===== config.mk =====
export PLATFORM = sky130hd
export DESIGN_NAME = seizure_alarm
export DESIGN_NICKNAME = d
export VERILOG_FILES = /design/src/rtl/seizure_alarm.sv
export SDC_FILE = /design/constraint.sdc
export NUM_CORES = 1
export LEC_CHECK = 0
export BUFFER_PORTS_ARGS = -buffer_cell sky130_fd_sc_hd__buf_2
export CAP_MARGIN = 25
export CORE_UTILIZATION = 35
export CTS_CLUSTER_DIAMETER = 60
export DETAILED_ROUTE_END_ITERATION = 8
export PLACE_DENSITY = 0.59
export SYNTH_ARGS = -nofsm -noshare
export SYNTH_HDL_FRONTEND = slang
export SYNTH_SLANG_ARGS = --single-unit

===== constraint.sdc =====
create_clock -name clk -period 4.6 [get_ports clk]
set_clock_uncertainty 0.1 [all_clocks]
set_input_delay 0.46 -clock clk [delete_from_list [all_inputs] [get_ports clk]]
set_output_delay 0.46 -clock clk [all_outputs]
set_load 0.005 [all_outputs]

===== src/rtl/seizure_alarm.sv =====
`default_nettype none
// +----------------------------------------------------------------------------+
// | seizure_alarm: K-of-N vote over per-window seizure decisions with hysteresis |
// | and a refractory hold period.               Rev 1.0 - initial release        |
// +----------------------------------------------------------------------------+
module seizure_alarm #(
  parameter int HIST_LEN     = 8,
  parameter int VOTE_K       = 6,
  parameter int CLEAR_K      = 2,
  parameter int HOLD_WINDOWS = 16
) (
  input  logic       clk,
  input  logic       rst,
  input  logic       seizure_in,
  input  logic       seizure_valid,
  input  logic       clear,
  output logic       alarm,
  output logic       alarm_onset,
  output logic       in_hold,
  output logic [3:0] vote_count,
  output logic [7:0] event_count
);

  localparam int                HOLD_W    = $clog2(HOLD_WINDOWS + 1);
  localparam logic [3:0]        VOTE_TH   = 4'(VOTE_K);
  localparam logic [3:0]        CLEAR_TH  = 4'(CLEAR_K);
  localparam logic [HOLD_W-1:0] HOLD_LOAD = HOLD_W'(HOLD_WINDOWS);
  localparam logic [HOLD_W-1:0] HOLD_LAST = HOLD_W'(1);
  localparam logic [7:0]        EVT_MAX   = 8'hFF;

  typedef enum logic [1:0] {
    ST_IDLE  = 2'd0,
    ST_ALARM = 2'd1,
    ST_HOLD  = 2'd2
  } state_t;

  state_t              state_q, state_d;
  logic [HIST_LEN-1:0] hist_q, hist_d;
  logic [HIST_LEN-1:0] hist_shift;
  logic [HOLD_W-1:0]   hold_cnt_q, hold_cnt_d;
  logic                alarm_q, alarm_d;
  logic                onset_q, onset_d;
  logic                in_hold_q, in_hold_d;
  logic [3:0]          vote_q, vote_d;
  logic [7:0]          event_q, event_d;
  logic [3:0]          cnt_next;

  function automatic logic [3:0] popcount(input logic [HIST_LEN-1:0] v);
    logic [3:0] acc;
    acc = 4'd0;
    for (int i = 0; i < HIST_LEN; i++) begin
      acc = acc + 4'(v[i]);
    end
    return acc;
  endfunction

  always_comb begin
    hist_shift = {hist_q[HIST_LEN-2:0], seizure_in};
    cnt_next   = popcount(hist_shift);

    hist_d     = hist_q;
    state_d    = state_q;
    hold_cnt_d = hold_cnt_q;
    event_d    = event_q;
    onset_d    = 1'b0;

    // clear outranks a coincident strobe, so the sample is simply dropped
    if (clear) begin
      hist_d     = '0;
      state_d    = ST_IDLE;
      hold_cnt_d = '0;
    end else if (seizure_valid) begin
      hist_d = hist_shift;
      case (state_q)
        ST_IDLE: begin
          if (cnt_next >= VOTE_TH) begin
            state_d = ST_ALARM;
            onset_d = 1'b1;
            if (event_q != EVT_MAX) begin
              event_d = event_q + 8'd1;
            end
          end
        end
        ST_ALARM: begin
          if (cnt_next <= CLEAR_TH) begin
            state_d    = ST_HOLD;
            hold_cnt_d = HOLD_LOAD;
          end
        end
        ST_HOLD: begin
          // votes are ignored here; only the window countdown matters
          if (hold_cnt_q <= HOLD_LAST) begin
            state_d    = ST_IDLE;
            hold_cnt_d = '0;
          end else begin
            hold_cnt_d = hold_cnt_q - HOLD_LAST;
          end
        end
        default: begin
          state_d    = ST_IDLE;
          hold_cnt_d = '0;
        end
      endcase
    end

    alarm_d   = (state_d == ST_ALARM);
    in_hold_d = (state_d == ST_HOLD);
    vote_d    = popcount(hist_d);
  end

  always_ff @(posedge clk) begin
    if (rst) begin
      state_q    <= ST_IDLE;
      hist_q     <= '0;
      hold_cnt_q <= '0;
      alarm_q    <= 1'b0;
      onset_q    <= 1'b0;
      in_hold_q  <= 1'b0;
      vote_q     <= 4'd0;
      event_q    <= 8'd0;
    end else begin
      state_q    <= state_d;
      hist_q     <= hist_d;
      hold_cnt_q <= hold_cnt_d;
      alarm_q    <= alarm_d;
      onset_q    <= onset_d;
      in_hold_q  <= in_hold_d;
      vote_q     <= vote_d;
      event_q    <= event_d;
    end
  end

  assign alarm       = alarm_q;
  assign alarm_onset = onset_q;
  assign in_hold     = in_hold_q;
  assign vote_count  = vote_q;
  assign event_count = event_q;

endmodule
`default_nettype wire

==> results summary, run 1 <==
The run finished with clean final reports. In this run the critical register-to-register path is launched from hist_q[0]$_SDFF_PP0_. The mean area per synthesized cell is 9.23 um^2.

The number of nets in the layout is 244. In the final routed layout, each cell accounts on average for 11.3 um. The final-report setup violation count came out at 0. After clock tree synthesis, the flow added hold-fix buffers numbering 0. The maximum level of the CTS H-tree is 2. Setup total negative slack on the finished layout was measured at 0 ns. The top fanout value on the critical path is 9. The height of the die is 74.1 um. The depth of the most critical reg-to-reg path is 12. Across the VDD grid, the largest voltage drop is 163 uV. The number of synthesized flops with an enable pin came out at 0. The worst path needs 3.96 ns of the cycle, external delays included.

The number of DRC violations after detailed routing is 0. The async set-or-reset flop fraction in the synthesized netlist is 0%. The worst-skew pair later-pin latency came out at 0.27 ns. The share of synthesized area occupied by flip-flops and latches is 33.0%.

The area taken by flip-flops and latches is 601 um^2. The number of maximum-capacitance constraint violations came out at 0. The total clock buffers created by CTS came out at 5. The fraction of the cycle the final worst path needs came out at 86.0%. The synthesized netlist occupies a cell area of 1820 um^2.

In this run the worst hold path is classified as reg2reg. The minimum setup slack among reg-to-reg paths is 0.64 ns. The most critical setup path has its endpoint at event_count[1]$_SDFFE_PP0P_. The detail route stage leaves a number of antenna-violating nets equal to 0.

The die area came out at 5490 um^2. The maximum number of buffers from clock root to sink is 2. The number of slew-limit violations in the final report came out at 0. The fraction of final layout cells with drive strength greater than 1 came out at 19.6%. The flip-flop and latch count after synthesis came out at 30. The number of hold-slack violations in the final timing report came out at 0. The synthesis-to-finish area growth came out at 14.7%. The leakage power summed over all cells is 0.903 nW.

After the first detailed-routing iteration, the DRC count stood at 50. Once the clock tree was built, the setup fixing pass inserted 0 buffers. The count of distinct cell types in the synthesized netlist is 38. After clock tree synthesis, the clock-pin slew on the worst setup and hold paths is 0.06 ns. The number of fill cells in the layout came out at 492. The post-synthesis net count came out at 223. The via count of the first global-routing pass was 1,371.

TritonCTS built the clock tree. The upper clock frequency limit came out at 253 MHz. The worst setup path is captured at a flop. The overall die width is 74.1 um. The site row count came out at 25. Among all flip-flop cells after synthesis, the most frequent one is sky130_fd_sc_hd__dfxtp_1.

In this run the count of I/O pins placed on the die edge is 20. The first global-routing pass estimated 6090 um of wire. The repair_antennas step left the layout with diodes totalling 0. The headroom to the max-slew limit came out at 62.6%.

The endpoint arrival time on the critical path is 4.00 ns. The critical path data required time came out at 4.65 ns. The pin count of the biggest net entering global routing is 23. The launching element type of the critical path is a flop.

Setup repair after global routing left no endpoint under its margin. Counting every instance in the synthesized netlist gives 197. The post-route core utilization is 43.0%.

The buffer type at the clock tree root is sky130_fd_sc_hd__clkbuf_8. The number of warnings issued by yosys came out at 0. After floorplanning, the core was sized to cover 4850 um^2. The initial antenna violation count was 0. The aggregate global-route resource usage came out at 14.4%. The post-cts gate resize count came out at 0. The total of buffers placed on input and output ports came out at 19.

The routability congestion estimate came out at 0.718. The total overflow left after global routing is 0. The power density normalized to cell area is 259 nW/um^2. The ratio of routed vias to standard cells is 4.72. The setup path with the least slack is of type reg2reg.

The HPWL reported at the end of detailed placement is 2440 um. For the pin with the worst max-slew slack, the measured transition is 0.559 ns. Tracing the worst setup path back leads to its startpoint at hist_q[0]$_SDFF_PP0_.

The total wire length came out at 3250 um. The capture point of the worst reg-to-reg path is event_count[1]$_SDFFE_PP0P_. The TritonCTS sink count is 30.

The first-pass detailed-route iteration total is 4. The total vias in the final route came out at 1,350. Once the floorplan was initialized, standard cells occupied 37.5% of the core.

In the final layout, the multi-input gates occupy 1110 um^2.
## cells in the final DEF, fill, tap and decap left out, drive strengths merged, types with 2 or more instances in the layout
cell / count
a21oi: 7
and2: 2
buf: 19
clkbuf: 5
clkinv: 2
dfxtp: 30
fa: 8
ha: 13
inv: 23
mux2i: 10
nand2: 9
nand2b: 3
nand3: 8
nand3b: 3
nand4: 6
nor2: 27
nor2b: 2
nor3: 7
nor3b: 2
o21ai: 4
or2: 6
xor2: 8
## synth_stat cells, types with 2 or more instances
cell type,count,share of area [%]
sky130_fd_sc_hd__dfxtp_1,30,33
sky130_fd_sc_hd__nor2_1,27,5.6
sky130_fd_sc_hd__inv_1,23,4.7
sky130_fd_sc_hd__ha_1,13,8.9
sky130_fd_sc_hd__mux2i_1,10,5.5
sky130_fd_sc_hd__nand2_1,9,1.9
sky130_fd_sc_hd__fa_1,8,8.8
sky130_fd_sc_hd__nand3_1,8,2.2
sky130_fd_sc_hd__xor2_1,8,3.9
sky130_fd_sc_hd__nor3_1,7,1.9
sky130_fd_sc_hd__nand4_1,6,2.1
sky130_fd_sc_hd__or2_2,6,2.1
sky130_fd_sc_hd__a21oi_1,4,1.1
sky130_fd_sc_hd__clkbuf_1,4,0.83
sky130_fd_sc_hd__o21ai_0,4,1.1
sky130_fd_sc_hd__a21oi_2,3,1.4
sky130_fd_sc_hd__and2_1,2,0.69
sky130_fd_sc_hd__nand2b_1,2,0.69
sky130_fd_sc_hd__nand3b_1,2,0.83
sky130_fd_sc_hd__nor2b_1,2,0.69
sky130_fd_sc_hd__nor3b_1,2,0.83
## cell type report
cell class / count / area share (%)
clock inverters: 3 / 1.92
multi-input cells: 139 / 53.3
clock buffers: 5 / 3.30
well taps: 67 / 4.02
flip-flops and latches: 30 / 28.8
inverters: 23 / 4.14
repair buffers: 19 / 4.56
## through the flow
| step | power (mW) | worst slack, ns | std cells | area [um^2] | hold slack, ns |
|---|---|---|---|---|---|
| after floorplan | 0.284 | 0.749 | 197 | 1820 | 0.380 |
| after global placement | 0.291 | 0.479 | 278 | 1980 | 0.403 |
| after detailed placement | 0.291 | 0.419 | 278 | 1980 | 0.410 |
| after CTS | 0.550 | 0.647 | 286 | 2090 | 0.420 |
| after global routing | 0.567 | 0.468 | 286 | 2090 | 0.450 |
| final | 0.541 | 0.642 | 286 | 2090 | 0.412 |
## critical path: stages (launching register included)
cell and delay (ns):
sky130_fd_sc_hd__dfxtp_1 0.35, sky130_fd_sc_hd__inv_1 0.06, sky130_fd_sc_hd__fa_1 0.52, sky130_fd_sc_hd__fa_1 0.42, sky130_fd_sc_hd__fa_1 0.49, sky130_fd_sc_hd__inv_1 0.04
sky130_fd_sc_hd__ha_1 0.21, sky130_fd_sc_hd__fa_1 0.63, sky130_fd_sc_hd__a21oi_2 0.12, sky130_fd_sc_hd__a311oi_4 0.48, sky130_fd_sc_hd__nand3b_2 0.17, sky130_fd_sc_hd__mux2i_1 0.19
sky130_fd_sc_hd__nor2_1 0.05
## layer usage
metal  track usage (%)  share of wire [%]
met1              18.2                 50
met2              23.6                 46
met5                 0                  0
met3              3.66                2.6
met4              5.13               0.74
## logic make-up (layout without fill, tap and decap cells)
group / count (synthesis) / count (layout) / share of synthesized area, %
and+or+nand+nor: 78 / 78 / 22.3
AOI/OAI and AO/OA: 22 / 22 / 11.7
muxes: 10 / 10 / 5.51
buffers and inverters: 28 / 50 / 5.85
DFF: 30 / 30 / 33.0
xor gates and xnor gates: 8 / 8 / 3.85
adders and majority gates: 21 / 21 / 17.8
## worst min path at each step
stage,startpoint,endpoint,slack (ns),cells after the start
6_report,hold_cnt_q[3]$_SDFFE_PP0P_,hold_cnt_q[3]$_SDFFE_PP0P_,0.41,2
5_1_grt,hold_cnt_q[4]$_SDFFE_PP0P_,hold_cnt_q[4]$_SDFFE_PP0P_,0.45,2
4_1_cts,hold_cnt_q[3]$_SDFFE_PP0P_,hold_cnt_q[3]$_SDFFE_PP0P_,0.42,2
3_5_place_dp,hold_cnt_q[3]$_SDFFE_PP0P_,hold_cnt_q[3]$_SDFFE_PP0P_,0.41,2
3_3_place_gp,hold_cnt_q[3]$_SDFFE_PP0P_,hold_cnt_q[3]$_SDFFE_PP0P_,0.40,2
2_1_floorplan,hold_cnt_q[1]$_SDFFE_PP0P_,hold_cnt_q[1]$_SDFFE_PP0P_,0.38,2
## flip-flops by register name, indices dropped and copies added (netlist names)
name / cells
hold_cnt_q: 5
alarm: 1
hist_q: 8
vote_count: 4
in_hold: 1
state_q: 2
alarm_onset: 1
event_count: 8
## power breakdown
part / switching, mW / leakage [nW] / internal, mW
clock: 0.0970 / 0.0579 / 0.159
combinational: 0.0160 / 0.603 / 0.00792
sequential: 0.000353 / 0.242 / 0.260
(Power assumes the default switching activity.)
==> run 2: changes to the inputs <==
--- a/config.mk
+++ b/config.mk
@@ -8,9 +8,10 @@
 export BUFFER_PORTS_ARGS = -buffer_cell sky130_fd_sc_hd__buf_2
 export CAP_MARGIN = 25
 export CORE_UTILIZATION = 35
+export CTS_BUF_LIST = sky130_fd_sc_hd__clkbuf_2 sky130_fd_sc_hd__clkbuf_4 sky130_fd_sc_hd__clkbuf_8
 export CTS_CLUSTER_DIAMETER = 60
 export DETAILED_ROUTE_END_ITERATION = 8
-export PLACE_DENSITY = 0.59
+export PLACE_DENSITY = 0.52
 export SYNTH_ARGS = -nofsm -noshare
 export SYNTH_HDL_FRONTEND = slang
 export SYNTH_SLANG_ARGS = --single-unit
==> results summary, run 2 (same netlist as run 1, synthesis figures left out) <==
The slew of the pin with the lowest slew margin is 0.571 ns. The number of slew-limit violations in the final report came out at 0. The number of diodes came out at 0. The tool flagged a number of max-cap violations equal to 0. The slowest stage of the critical path belongs to the cell sky130_fd_sc_hd__fa_1. The number of nets in the layout came out at 244. The number of hold-slack violations in the final timing report came to 0. For the worst-skew pair, the clock arrives at the later sink with an insertion delay of 0.27 ns. The via count of the first global-routing pass is 1,385.

Based on the critical path, the design can be clocked at up to 253 MHz. The TritonCTS sink count is 30. The kind of cell adding the most delay to the critical path is adder cells. TritonCTS created 5 clock buffers.

The worst hold margin is 0.421 ns. The routed wirelength normalized by instance count came out at 12.0 um. The critical path crosses 12 cells after its start point. Setup violations remaining at the end of the flow were counted as 0. The synthesis-to-finish area growth came out at 14.0%.

The worst register-to-register path begins at hist_q[0]$_SDFF_PP0_. The clock passes through at most 2 buffers. The clock-pin transition on the worst setup and hold timing paths is 0.06 ns. The depth of the most critical reg-to-reg path came out at 12. The leakage power summed over all cells came out at 0.897 nW. The area taken by flip-flops and latches is 601 um^2. The launch point of the worst hold path is hold_cnt_q[3]$_SDFFE_PP0P_. The total vias in the final route is 1,367.

After the first detailed-routing iteration, the DRC count stood at 31. The routed design has 3420 um of wire. The global-route congestion overflow total came out at 0.

The first-pass GRT wire length is 6040 um. The power density normalized to cell area came out at 246 nW/um^2. The total of buffers placed on input and output ports is 19. STA classifies the critical path endpoint as a flop.

CTS placed an instance of sky130_fd_sc_hd__clkbuf_8 at the clock tree root. The launching element type of the critical path is a flop. The die area came out at 5490 um^2. The run finished with clean final reports. The top-level I/O count is 20.

The sum of buffers and inverters on the critical path came out at 2. The path type of the worst min-delay path is reg2reg. The clock period could shrink to 3.96 ns. The headroom to the max-slew limit is 61.8%.

The initial antenna violation count is 0. VDD sags by at most 188 uV. Routability-driven placement finished with a final weighted congestion of 0.702. The pin count of the biggest net entering global routing is 23. The fraction of final layout cells with drive strength greater than 1 is 19.6%.

The endpoint arrival time on the critical path is 4.01 ns. The number of DRC violations after detailed routing is 0. The fraction of the cycle the final worst path needs came out at 86.1%. The aggregate global-route resource usage came out at 14.4%. By instance count, the cell type seen most on the critical path is sky130_fd_sc_hd__fa_1.

The height of the die came out at 74.1 um. The count of hold buffers inserted by post-cts repair came out at 0. After filler insertion, the fill cell instance count of the layout stands at 509. The initial cell density of the core came out at 37.5%.

The worst hold path stage count came out at 2. Setup total negative slack on the finished layout was measured at 0 ns. In this run the critical register-to-register path is captured at event_count[2]$_SDFFE_PP0P_. The kind of critical path is reg2reg. The site row count is 25. The ratio of routed vias to standard cells is 4.78. Setup repair after global routing left no endpoint under its margin. Data on the critical path is required at its endpoint by 4.65 ns. The H-tree was split into 2 levels. The top fanout value on the critical path is 9. The antenna violation net count after detailed routing is 0. The TritonCTS clock tree is built. The minimum setup slack among reg-to-reg paths is 0.64 ns. The most critical setup path has its startpoint at hist_q[0]$_SDFF_PP0_. The top cell types in the final layout, fill and taps aside, are sky130_fd_sc_hd__dfxtp_1, sky130_fd_sc_hd__nor2_1, sky130_fd_sc_hd__inv_1. Buffers added to address setup during post-CTS repair amount to 0. The post-cts gate resize count is 0.

The signal on the critical path passes through inv_1, fa_1, fa_1, fa_1, inv_1, ha_1, fa_1, a21oi_2, a311oi_4, nand4b_1, xor2_1, nor2_1. The die is 74.1 um wide. The pre-antenna-repair detailed-routing pass consisted of 4 iterations. The path with the worst hold slack has its endpoint at hold_cnt_q[3]$_SDFFE_PP0P_. The peak per-stage delay on the critical path is 0.62 ns.

The HPWL reported at the end of detailed placement came out at 2540 um. The most common library cell in the layout ignoring fill and taps is sky130_fd_sc_hd__dfxtp_1. The multi-input combinational cells in the finished layout cover a total of 1110 um^2. The area of the core region came out at 4850 um^2.
## run 2: changes by cell type in the layout (fill, tap and decap cells not counted)
cell                        change
sky130_fd_sc_hd__clkinv_2       -1
sky130_fd_sc_hd__bufinv_16      -1
sky130_fd_sc_hd__clkbuf_8       +1
sky130_fd_sc_hd__clkbuf_4       +1
## run 2: per-stage QoR
stage | worst slack (ns) | utilization (%) | std cells | power, mW | instance area, um^2
floorplan | 0.749 | - | 197 | 0.284 | 1820
detailed placement | 0.396 | 40.8 | 278 | 0.291 | 1980
global placement | 0.477 | 40.8 | 278 | 0.291 | 1980
global route | 0.417 | 42.7 | 286 | 0.532 | 2070
CTS | 0.630 | 42.7 | 286 | 0.515 | 2070
finish | 0.640 | 42.7 | 286 | 0.509 | 2070
## run 2: how the worst max path moves through the flow
stage | end | slack (ns)
final | event_count[2]$_SDFFE_PP0P_ | 0.64
after global routing | event_count[7]$_SDFFE_PP0P_ | 0.42
after CTS | event_count[2]$_SDFFE_PP0P_ | 0.63
after detailed placement | event_count[1]$_SDFFE_PP0P_ | 0.40
after global placement | alarm$_SDFF_PP0_ | 0.48
after floorplan | event_count[1]$_SDFFE_PP0P_ | 0.75
## run 2: worst min-delay path, stage by stage (launching register included)
cell                      delay (ns)
sky130_fd_sc_hd__dfxtp_1        0.34
sky130_fd_sc_hd__nand2_1        0.06
sky130_fd_sc_hd__o21ai_0        0.07
## run 2: area by class of cell
cell class / count / share of cell area, %
clock buffer: 7 / 4.35
multi-input combinational: 139 / 53.6
tap: 67 / 4.05
clock inverter: 1 / 0.242
timing repair buffer: 19 / 4.59
sequential: 30 / 29.0
inverter: 23 / 4.17
## run 2: per-layer routing
layer	up-vias	GRT usage (%)	wire length, um
met5	-	0	0
met4	0	3.85	11
met1	641	17.8	1720
met3	2	3.66	98
met2	16	24.7	1590
li1	708	-	-
## run 2: report_power, final
| part | total (mW) | switching, mW | internal, mW |
|---|---|---|---|
| combinational | 0.0239 | 0.0159 | 0.00802 |
| sequential | 0.261 | 0.000352 | 0.260 |
| clock | 0.224 | 0.0977 | 0.126 |
==> run 3: changes to the inputs <==
--- a/config.mk
+++ b/config.mk
@@ -11,7 +11,6 @@
 export CTS_BUF_LIST = sky130_fd_sc_hd__clkbuf_2 sky130_fd_sc_hd__clkbuf_4 sky130_fd_sc_hd__clkbuf_8
 export CTS_CLUSTER_DIAMETER = 60
 export DETAILED_ROUTE_END_ITERATION = 8
-export PLACE_DENSITY = 0.52
 export SYNTH_ARGS = -nofsm -noshare
 export SYNTH_HDL_FRONTEND = slang
 export SYNTH_SLANG_ARGS = --single-unit
==> results summary, run 3 (same netlist as run 1, synthesis figures left out) <==
The flow ran to the end, and the final reports show no timing, DRC or antenna violations. The floorplan step set the die height to 74.1 um. The buffers inserted during post-CTS setup optimization is 0.

The area growth from synthesis to layout is 14.0%. In the layout the commonest cells are sky130_fd_sc_hd__dfxtp_1, sky130_fd_sc_hd__nor2_1, sky130_fd_sc_hd__inv_1. The power density normalized to cell area is 243 nW/um^2. The kind of critical path is reg2reg. The floorplan step defined a die boundary enclosing 5490 um^2.

The sum of buffers and inverters on the critical path is 2. The worst setup path is captured at a flop. The slew of the pin with the lowest slew margin came out at 0.486 ns. Clock tree synthesis found a total of 30 sinks.

For this block, the initial DRC count from the detailed router was 61. Overall power consumption after layout is estimated at 0.504 mW. The first global-routing pass estimated 5780 um of wire. The aggregate global-route resource usage came out at 14.0%. The area of the core region came out at 4850 um^2. The upper clock frequency limit came out at 254 MHz.

The initial antenna violation count came out at 0. The overall die width came out at 74.1 um. The pin count of the biggest net entering global routing came out at 23. The initial cell density of the core came out at 37.5%.

The most critical setup path has its startpoint at hist_q[0]$_SDFF_PP0_. The top-level I/O count is 20. The number of maximum-capacitance constraint violations is 0. The TritonCTS clock tree is built. The total negative setup slack is 0 ns. The number of DRC violations after detailed routing came out at 0. In the final design database the tool counted 244 nets. In this run, post-CTS hold repair placed 0 buffers.

The number of hold-slack violations in the final timing report was 0. The ratio of routed vias to standard cells is 4.75. The first-pass detailed-route iteration total is 4. The peak per-stage delay on the critical path is 0.63 ns. TritonCTS created 5 clock buffers.

The fraction of final layout cells with drive strength greater than 1 is 19.6%. Port buffering added 19 buffers. The worst-skew pair later-pin latency is 0.28 ns. Walking the worst path, the cells encountered are inv_1, fa_1, fa_1, fa_1, inv_1, ha_1, fa_1, a21oi_2, a311oi_4, nor2_1, a21oi_2, o2111a_1. The min-delay analysis places its worst path in the category in2reg. The number of diodes is 0.

The launching element type of the critical path is a flop. The maximum level of the CTS H-tree is 2. The worst hold path begins at seizure_in. The total vias in the final route came out at 1,358. The final-report setup violation count is 0. Broken down by cell family, the worst path's largest delay share belongs to adder cells. The most common library cell in the layout ignoring fill and taps is sky130_fd_sc_hd__dfxtp_1. The routed wirelength normalized by instance count came out at 11.5 um. The top fanout value on the critical path is 9. In this run the critical register-to-register path is launched from hist_q[0]$_SDFF_PP0_. The total wire length came out at 3280 um.

The headroom to the max-slew limit is 67.6%. The floorplan has 25 rows. The most frequent cell on the critical path is sky130_fd_sc_hd__fa_1. The tree is rooted in a sky130_fd_sc_hd__clkbuf_8. In this run the remaining antenna-violating nets after routing total 0. On the critical path, the stage with the largest delay is an instance of sky130_fd_sc_hd__fa_1.

The routability congestion estimate is 0.748. The number of slew-limit violations in the final report is 0. The minimum clock period is 3.94 ns. The via count of the first global-routing pass is 1,299. The total overflow left after global routing is 0. VDD sags by at most 180 uV. Setup repair after global routing left no endpoint under its margin. The leakage power summed over all cells is 0.892 nW.

The critical path data required time came out at 4.72 ns. The post-layout instance area came out at 2070 um^2. The fraction of the cycle the final worst path needs is 85.6%. The clock-pin transition on the worst setup and hold timing paths came out at 0.06 ns. The maximum number of buffers from clock root to sink is 2.

The endpoint arrival time on the critical path came out at 4.06 ns. The post-cts gate resize count is 0. The worst hold margin is 0.413 ns.

Once detailed placement completed, the half-perimeter wirelength came to 2400 um. The placement-stage cell area came out at 1980 um^2.
-- run 3: cell count changes in the layout (fill, tap and decap cells not counted) --
cell | before | now
sky130_fd_sc_hd__clkinvlp_4 | 0 | 1
sky130_fd_sc_hd__clkbuf_4 | 1 | 0
-- run 3: final timing paths --
check                                     to  slack, ns  depth (start not counted)
setup / recovery            alarm$_SDFF_PP0_       0.66                         12
hold / removal          hist_q[0]$_SDFF_PP0_       0.41                          3
setup reg to reg            alarm$_SDFF_PP0_       0.66                         12
hold reg to reg   hold_cnt_q[3]$_SDFFE_PP0P_       0.42                          2
-- run 3: layer usage --
metal,up-vias,global-route usage (%),share of wire (%)
met5,-,0,0
met4,0,6.41,1.8
met3,7,3.66,3.5
met2,20,22.7,45
met1,624,17.3,50
li1,707,-,-
-- run 3: power breakdown --
| group | switching (mW) | internal [mW] | leakage (nW) |
|---|---|---|---|
| Clock | 0.0995 | 0.120 | 0.0472 |
| Sequential | 0.000375 | 0.261 | 0.242 |
| Combinational | 0.0161 | 0.00789 | 0.603 |
-- run 3: layout make-up --
type	count	area, um^2
Inverter	23	86.3
Clock inverter	2	12.5
Timing Repair Buffer	19	95.1
Sequential cell	30	601
Fill cell	494	2780
Tap cell	67	83.8
Multi-Input combinational cell	139	1110
Clock buffer	6	82.6
-- run 3: through the flow --
stage                     setup slack (ns)  instances  utilization [%]
after CTS                            0.651        286             42.7
after floorplan                      0.749        197                -
after global routing                 0.459        286             42.7
after global placement               0.496        278             40.8
final                                0.662        286             42.7
after detailed placement             0.414        278             40.8
-- run 3: tightest hold or removal path: cells and delay by family --
family,cells,cell delay [ns]
and+or+nand+nor,1,0.12
buffers and inverters,1,0.09
muxes,1,0.08
